$ cat config.mk
export PLATFORM = sky130hd
export DESIGN_NAME = rotating_shift_engine
export DESIGN_NICKNAME = d
export VERILOG_FILES = /design/src/rtl/rotating_shift_engine.sv
export SDC_FILE = /design/constraint.sdc
export NUM_CORES = 1
export LEC_CHECK = 0
export ABC_CLOCK_PERIOD_IN_PS = 1900
export CAP_MARGIN = 20
export CORE_MARGIN = 3
export CORE_UTILIZATION = 50
export CTS_BUF_LIST = sky130_fd_sc_hd__clkbuf_2 sky130_fd_sc_hd__clkbuf_4 sky130_fd_sc_hd__clkbuf_8
export DETAILED_ROUTE_END_ITERATION = 6
export GPL_TIMING_DRIVEN = 0
export PLACE_DENSITY = 0.81
export SLEW_MARGIN = 10
export SYNTH_ARGS = -nofsm -noshare
export SYNTH_HDL_FRONTEND = slang
export SYNTH_SLANG_ARGS = --single-unit
$ cat constraint.sdc
create_clock -name clk -period 1.9 [get_ports clk]
set_input_delay 0.285 -clock clk [delete_from_list [all_inputs] [get_ports clk]]
set_output_delay 0.285 -clock clk [all_outputs]
set_load 0.05 [all_outputs]
$ cat src/rtl/rotating_shift_engine.sv
// rotating_shift_engine
// Parametrised shift/rotate register with parallel load, single-step shifting
// and a counted multi-step run that reports completion with a one-cycle pulse.
//
// Ports:
//   clk    - clock, all state changes on the rising edge
//   reset  - asynchronous active-high reset, clears all state
//   load   - synchronous parallel load of d (aborts a run, no done pulse)
//   d      - parallel load data
//   en     - single shift per cycle while idle, using the live controls
//   mode   - 00 rotate, 01 logical, 10 arithmetic, 11 hold
//   dir    - 0 shifts toward the MSB, 1 toward the LSB
//   sin    - serial fill bit for logical shifts (and left arithmetic shifts)
//   start  - begin a counted run of `steps` shifts
//   steps  - run length, 0 goes straight to completion
//   q      - register contents
//   sout   - last bit shifted out of q
//   busy   - high while a counted run is in progress
//   done   - one-cycle completion pulse of a counted run
module rotating_shift_engine #(
  parameter int WIDTH = 8,
  parameter int CNT_W = 4
) (
  input  logic             clk,
  input  logic             reset,
  input  logic             load,
  input  logic [WIDTH-1:0] d,
  input  logic             en,
  input  logic [1:0]       mode,
  input  logic             dir,
  input  logic             sin,
  input  logic             start,
  input  logic [CNT_W-1:0] steps,
  output logic [WIDTH-1:0] q,
  output logic             sout,
  output logic             busy,
  output logic             done
);

  localparam logic [1:0] IDLE = 2'd0;
  localparam logic [1:0] RUN  = 2'd1;
  localparam logic [1:0] DONE = 2'd2;

  logic [1:0]       state_r, state_s;
  logic [CNT_W-1:0] cnt_r, cnt_s;
  logic [WIDTH-1:0] q_r, q_s;
  logic             sout_r, sout_s;
  logic             busy_r, busy_s;
  logic             done_r, done_s;
  logic [1:0]       run_mode_r, run_mode_s;
  logic             run_dir_r, run_dir_s;
  logic             run_sin_r, run_sin_s;

  // One shift step; returns {new sout, new q}. Hold keeps both untouched.
  function automatic logic [WIDTH:0] shift_f(
    input logic [WIDTH-1:0] cur_q,
    input logic             cur_sout,
    input logic [1:0]       f_mode,
    input logic             f_dir,
    input logic             f_sin
  );
    logic [WIDTH:0] res;
    res = {cur_sout, cur_q};
    case (f_mode)
      2'b00: begin
        if (f_dir == 1'b0) begin
          res = {cur_q[WIDTH-1], cur_q[WIDTH-2:0], cur_q[WIDTH-1]};
        end else begin
          res = {cur_q[0], cur_q[0], cur_q[WIDTH-1:1]};
        end
      end
      2'b01: begin
        if (f_dir == 1'b0) begin
          res = {cur_q[WIDTH-1], cur_q[WIDTH-2:0], f_sin};
        end else begin
          res = {cur_q[0], f_sin, cur_q[WIDTH-1:1]};
        end
      end
      2'b10: begin
        // A left arithmetic shift is identical to a left logical shift.
        if (f_dir == 1'b0) begin
          res = {cur_q[WIDTH-1], cur_q[WIDTH-2:0], f_sin};
        end else begin
          res = {cur_q[0], cur_q[WIDTH-1], cur_q[WIDTH-1:1]};
        end
      end
      default: res = {cur_sout, cur_q};
    endcase
    return res;
  endfunction

  // Next-state logic: load overrides everything, then the state machine.
  always_comb begin
    state_s    = state_r;
    cnt_s      = cnt_r;
    q_s        = q_r;
    sout_s     = sout_r;
    busy_s     = busy_r;
    done_s     = 1'b0;
    run_mode_s = run_mode_r;
    run_dir_s  = run_dir_r;
    run_sin_s  = run_sin_r;
    if (load) begin
      q_s     = d;
      state_s = IDLE;
      cnt_s   = {CNT_W{1'b0}};
      busy_s  = 1'b0;
    end else begin
      case (state_r)
        IDLE: begin
          if (start) begin
            run_mode_s = mode;
            run_dir_s  = dir;
            run_sin_s  = sin;
            cnt_s      = steps;
            if (steps == {CNT_W{1'b0}}) begin
              state_s = DONE;
              done_s  = 1'b1;
            end else begin
              state_s = RUN;
              busy_s  = 1'b1;
            end
          end else if (en) begin
            {sout_s, q_s} = shift_f(q_r, sout_r, mode, dir, sin);
          end else begin
            state_s = IDLE;
          end
        end
        RUN: begin
          {sout_s, q_s} = shift_f(q_r, sout_r, run_mode_r, run_dir_r, run_sin_r);
          cnt_s = cnt_r - CNT_W'(1);
          // The edge that empties the counter does the final shift.
          if (cnt_r == CNT_W'(1)) begin
            state_s = DONE;
            busy_s  = 1'b0;
            done_s  = 1'b1;
          end else begin
            state_s = RUN;
          end
        end
        DONE: begin
          state_s = IDLE;
        end
        default: begin
          state_s = IDLE;
          busy_s  = 1'b0;
        end
      endcase
    end
  end

  // State and output registers with asynchronous clear.
  always_ff @(posedge clk or posedge reset) begin
    if (reset) begin
      state_r    <= IDLE;
      cnt_r      <= {CNT_W{1'b0}};
      q_r        <= {WIDTH{1'b0}};
      sout_r     <= 1'b0;
      busy_r     <= 1'b0;
      done_r     <= 1'b0;
      run_mode_r <= 2'b00;
      run_dir_r  <= 1'b0;
      run_sin_r  <= 1'b0;
    end else begin
      state_r    <= state_s;
      cnt_r      <= cnt_s;
      q_r        <= q_s;
      sout_r     <= sout_s;
      busy_r     <= busy_s;
      done_r     <= done_s;
      run_mode_r <= run_mode_s;
      run_dir_r  <= run_dir_s;
      run_sin_r  <= run_sin_s;
    end
  end

  assign q    = q_r;
  assign sout = sout_r;
  assign busy = busy_r;
  assign done = done_r;

endmodule

==> results of run 1 <==
[flip-flops by register name, indices dropped and copies added (netlist names)]
name        cells
q               8
done            1
state_r         2
run_dir_r       1
run_sin_r       1
sout            1
cnt_r           4
busy            1
run_mode_r      2
[metrics by stage]
| stage | TNS (ns) | setup WS, ns | hold WS, ns |
|---|---|---|---|
| floorplan | 0 | 0.1549 | 0.2615 |
| detailed placement | -3.324 | -0.5390 | 0.4957 |
| global placement | -2.917 | -0.5030 | 0.4889 |
| CTS | 0 | 0.02543 | 0.4205 |
| finish | 0 | 0.05216 | 0.4152 |
| global route | 0 | 0.001741 | 0.4443 |
[cells in the final DEF, fill, tap and decap left out, types with 3 or more instances in the layout]
cell type and instances:
nand2_1 9, a211oi_1 13, o211ai_1 7, a21oi_1 9
nor2_1 18, dlygate4sd2_1 4, o21ai_0 8, nand3_1 5
ha_1 10, clkbuf_1 6, dlymetal6s2s_1 3, dfrtp_1 21
o31ai_1 9, buf_2 4, clkdlybuf4s50_1 22, nor3_1 7
inv_1 15, clkbuf_4 4
[routing by layer]
layer	vias up	global-route usage, %
met2	60	37.02
met5	-	0
met3	9	3.417
met4	0	10.47
met1	771	28.46
li1	760	-
[kinds of logic (layout without fill, tap and decap cells)]
family | Yosys count | after routing | synth area share, %
AO/OA/AOI/OAI | 67 | 67 | 29.54
buffers and inverters | 31 | 66 | 8.228
flip-flops | 21 | 21 | 32.92
AND/OR/NAND/NOR | 53 | 53 | 17.24
multiplexers | 4 | 4 | 2.665
adder cells (fa/ha/maj) | 12 | 12 | 9.404
[layout make-up]
type / count / area share, %
clock inverter: 1 / 0.3697
tap: 42 / 2.588
buffer: 13 / 3.266
multi-input combinational: 136 / 48.31
clock buffer: 3 / 1.109
timing repair buffer: 31 / 15.16
sequential: 21 / 25.88
inverter: 18 / 3.327
[worst min-delay path by stage]
stage / from / end / slack, ns / depth (start not counted)
after floorplan: reset / busy$_DFFE_PP0P_ / 0.26 / 1
after global placement: cnt_r[1]$_DFFE_PP0P_ / cnt_r[1]$_DFFE_PP0P_ / 0.49 / 2
after global routing: mode[0] / run_mode_r[0]$_DFFE_PP0P_ / 0.44 / 3
final: reset / cnt_r[2]$_DFFE_PP0P_ / 0.42 / 2
after CTS: mode[0] / run_mode_r[0]$_DFFE_PP0P_ / 0.42 / 3
after detailed placement: cnt_r[1]$_DFFE_PP0P_ / cnt_r[1]$_DFFE_PP0P_ / 0.50 / 2
[report_power, final]
part | switching (W) | internal (W) | total [W]
clock network | 0.000161 | 0.0000806 | 0.000241
logic | 0.000537 | 0.000337 | 0.000874
registers | 0.0000855 | 0.000531 | 0.000617
[what timing repair did]
action / CTS / global route
endpoints found under the setup margin: 10 / 11
gates resized for setup: 8 / 9
pin swaps: 0 / 1
setup buffers: 0 / 2
==> metrics.cfg, run 1 <==
[synth]
yosysTopAreaCellShare_pct=32.92
yosys.area.top_type=dfrtp_1
avgSynthCellArea_sq_um=8.492
synthesis.nets=221
synth_commonest_cells=dfrtp_1, nor2_1, inv_1
yosysWarnings=0
yosysUniqueCellTypes=45
syn_area_sq_mm=0.001597
ys_ff_latch=21
synthFlopType=dfrtp_1
ys_async_sr_fraction_pct=100.0
yosysMostFrequentCell=dfrtp_1
synthCells=188
synthTopCellsByArea=dfrtp_1, ha_1, a211oi_1
synth_edf_count=0
yosysSeqAreaShare_pct=32.92

[worst_setup_path]
cp.required_ns=1.62
cp_top_family=buffers and inverters
cp.depth=1
reg2regPathDepth=4
cp-startpoint=q[2]$_DFFE_PP0P_
timing.rr.start=state_r[1]$_DFFE_PP0P_
start_kind=flip-flop
reg2reg_slack_ns=0.10
critPathArrivalTime_ns=1.56
end_kind=output pin
crit_fanout=4
critPathCapture=q[2]
crit_type=flip-flop to output pin
crit_slowest_cell=clkdlybuf4s50_1
crit_buf_inv=1
path_cells=clkdlybuf4s50_1
r2r-end=run_sin_r$_DFFE_PP0P_
max_stage_delay_ns=0.82

[pwr]
vdd_drop_max_uv=507.6
powerDensity_mw_per_mm2=852.9
p_leak_nw=0.8758
finalPower_w=0.001732

[cts]
clockRootBuffer=clkbuf_4
cts.reportedPaths.clkPinSlew_ns=0.14
clock-sinks=21
cts_buffers=3
htree_levels=1
clk_latency_ns=0.32
ctsHoldBuffers=0
max-clock-path-buffers=2
cts_tree=built

[timing]
clock.fmax_mhz=541.2
finalSetupViolations=0
grt_setup_unrepaired=false
slew_headroom_pct=44.16
fin_crit_sh_pct=97.25
worst_pin_slew_ns=0.8367
hold_viol_final=0
period_needed_ns=1.848
clock_skew_ns=0.004722
final_max_slew_viol_count=0

[die]
die_w_um=62.51
die-area_sq_mm=0.003907
io_pins=32
coreArea_sq_mm=0.002900
rows=19
die_h_um=62.51
initial_core_util_pct=55.05

[cells_and_area]
fillers=240
stdcell_area_sq_mm=0.002031
regArea_sq_um=525.5
n_antenna_cell=0
instances_no_fill=265
layout-drive-gt1-share_pct=11.21
final_nets=257
area_delta_synth_final_pct=27.19
multi_input_area_sq_um=980.9
final_core_util_pct=70.02

[flow_run]
cap_violations=0

[detailed_routing]
wl_per_cell_um=15.80
firstDrtPassIters=4
drt-initial-drc-count=86
wl_met3_um=226
vias=1600
drc=0
routed-wl-met2_mm=1.983
drt-total-wl_mm=4.187
postRouteAntennaNets=0
met1_length_mm=1.892
vias_per_cell=6.038
routed.top_layer=met4

[global_routing]
grt_max_degree=22
grt_antenna_before_repair=0
track_usage_pct=22.35
grt_pass1_wl_mm=7.113
gr-total-overflow=0
grt_pass1_vias=1523

[placed_design]
gp_congestion=0.8961
dpl.hpwl_mm=3.084
portBuffers=29
place_area_sq_mm=0.001939
dp_cells=259

[run_status]
status=finished clean

[worst_hold_path]
hp-class=primary input to async pin

Power figures use the tool's default switching activity.
==> inputs of run 2 (changes only) <==
- GPL_TIMING_DRIVEN: 0 -> 1
- TNS_END_PERCENT: default -> 20
==> metrics.cfg, run 2 (synthesis results as in run 1) <==
[timing]
final_max_slew_viol_count=0
clock.fmax_mhz=535.2
clock_skew_ns=0.02123
fin_hold_ws_ns=0.2906
hold_viol_final=0
finalSetupViolations=0
period_needed_ns=1.868
slew_headroom_pct=66.52
setup_tns_ns=0
worst_pin_slew_ns=0.5014
fin_ws_ns=0.03160
fin_crit_sh_pct=98.34

[worst_setup_path]
crit_slowest_cell=clkdlybuf4s50_1
crit_fanout=4
end_kind=output pin
start_kind=flip-flop
cp.required_ns=1.62
cp.depth=1
timing.rr.start=run_mode_r[0]$_DFFE_PP0P_
r2r-end=q[6]$_DFFE_PP0P_
critPathCapture=q[2]
max_stage_delay_ns=0.83
reg2regPathDepth=6
reg2reg_slack_ns=0.09
critPathArrivalTime_ns=1.58
crit_buf_inv=1
cp-startpoint=q[2]$_DFFE_PP0P_
cp_top_family=buffers and inverters
crit_type=flip-flop to output pin
path_cells=clkdlybuf4s50_1

[detailed_routing]
firstDrtPassIters=4
met1_length_mm=1.906
drt-initial-drc-count=112
drc=0
routed.top_layer=met4
routed-wl-met2_mm=2.068
wl_met3_um=215
postRouteAntennaNets=0
drt-total-wl_mm=4.221
vias=1567
vias_per_cell=5.678
wl_per_cell_um=15.29

[cts]
postCtsSetupBuffers=0
htree_levels=1
clockRootBuffer=clkbuf_4
cts_tree=built
max-clock-path-buffers=2
cts.reportedPaths.clkPinSlew_ns=0.13
cts_buffers=3
clk_latency_ns=0.32
clock-sinks=21

[die]
initial_core_util_pct=55.05
rows=19
io_pins=32
coreArea_sq_mm=0.002900
die_w_um=62.51
die-area_sq_mm=0.003907
die_h_um=62.51

[pwr]
powerDensity_mw_per_mm2=824.7
pwr-share-comb_pct=50.6
p_sw_share_pct=43.42
power.share.clock_pct=13.7
seqPwrFrac_pct=35.6
power.internal_w=0.0009855
p_leak_nw=0.9316
power.switching_w=0.0007562
vdd_drop_max_uv=775.3

[global_routing]
gr-total-overflow=0
track_usage_pct=21.49
grt_pass1_wl_mm=7.031
grt_pass1_vias=1538
grt_max_degree=22
grt_antenna_before_repair=0

[placed_design]
pre_cts_ws_ns=-0.2763
dp_cells=272
portBuffers=31
gp_congestion=0.8491
dpl.hpwl_mm=3.203

[cells_and_area]
area_delta_synth_final_pct=32.29
final_core_util_pct=72.82
final_nets=268
fillers=236
final_cell_mix=clkdlybuf4s50_1, buf_4, dfrtp_1
layout_commonest_cell=clkdlybuf4s50_1
largest_register_ffs=8
instances_no_fill=276
layout-drive-gt1-share_pct=15.81
regArea_sq_um=525.5
multi_input_area_sq_um=948.4
n_antenna_cell=0

[worst_hold_path]
hp-class=primary input to async pin

[run_status]
status=finished clean

[flow_run]
cap_violations=0

## run 2: cell count changes in the layout (fill, tap and decap cells not counted), sizes merged
cell,delta
clkinvlp,-1
clkbuf,-7
dlymetal6s2s,-2
dlygate4sd2,-4
clkdlybuf4s50,+6
buf,+19
## run 2: routing by layer
layer  vias to the layer above  track usage [%]
met5                         -                0
li1                        782                -
met3                         4            4.496
met2                        57            37.68
met4                         0            4.959
met1                       724            26.91
## run 2: layout make-up
| cell class | count | area share, % |
|---|---|---|
| clock buffer | 4 | 1.422 |
| sequential | 21 | 24.88 |
| tap | 42 | 2.488 |
| inverter | 18 | 3.199 |
| multi-input combinational | 136 | 44.91 |
| timing repair buffer | 55 | 23.10 |
## run 2: power groups by stage
stage / clock, W / combinational, W / sequential, W
after global placement: 0 / 0.000846 / 0.000621
after CTS: 0.000241 / 0.000874 / 0.000619
after global routing: 0.000259 / 0.000952 / 0.000633
after floorplan: 0 / 0.000394 / 0.000792
after detailed placement: 0 / 0.000868 / 0.000628
final: 0.000239 / 0.000882 / 0.000621
## run 2: through the flow
step | total power, W | instance area, sq um
2_1_floorplan | 0.001186 | 1597
3_3_place_gp | 0.001467 | 2071
3_5_place_dp | 0.001496 | 2071
4_1_cts | 0.001734 | 2105
5_1_grt | 0.001845 | 2112
6_report | 0.001742 | 2112
## run 2: worst min path at each step
stage	to	depth (start not counted)
after global routing	cnt_r[2]$_DFFE_PP0P_	3
after CTS	cnt_r[2]$_DFFE_PP0P_	3
after detailed placement	cnt_r[1]$_DFFE_PP0P_	2
after floorplan	busy$_DFFE_PP0P_	1
final	cnt_r[2]$_DFFE_PP0P_	3
after global placement	cnt_r[1]$_DFFE_PP0P_	2
## run 2: tightest hold or removal path: cells and delay by family
family	cells	cell delay [ns]
buffers and inverters	3	0.72
## run 2: what timing repair did
item                                    in CTS  in global routing
hold buffers                                 0                  0
resized for setup                            1                  2
endpoints found under the setup margin       6                  7
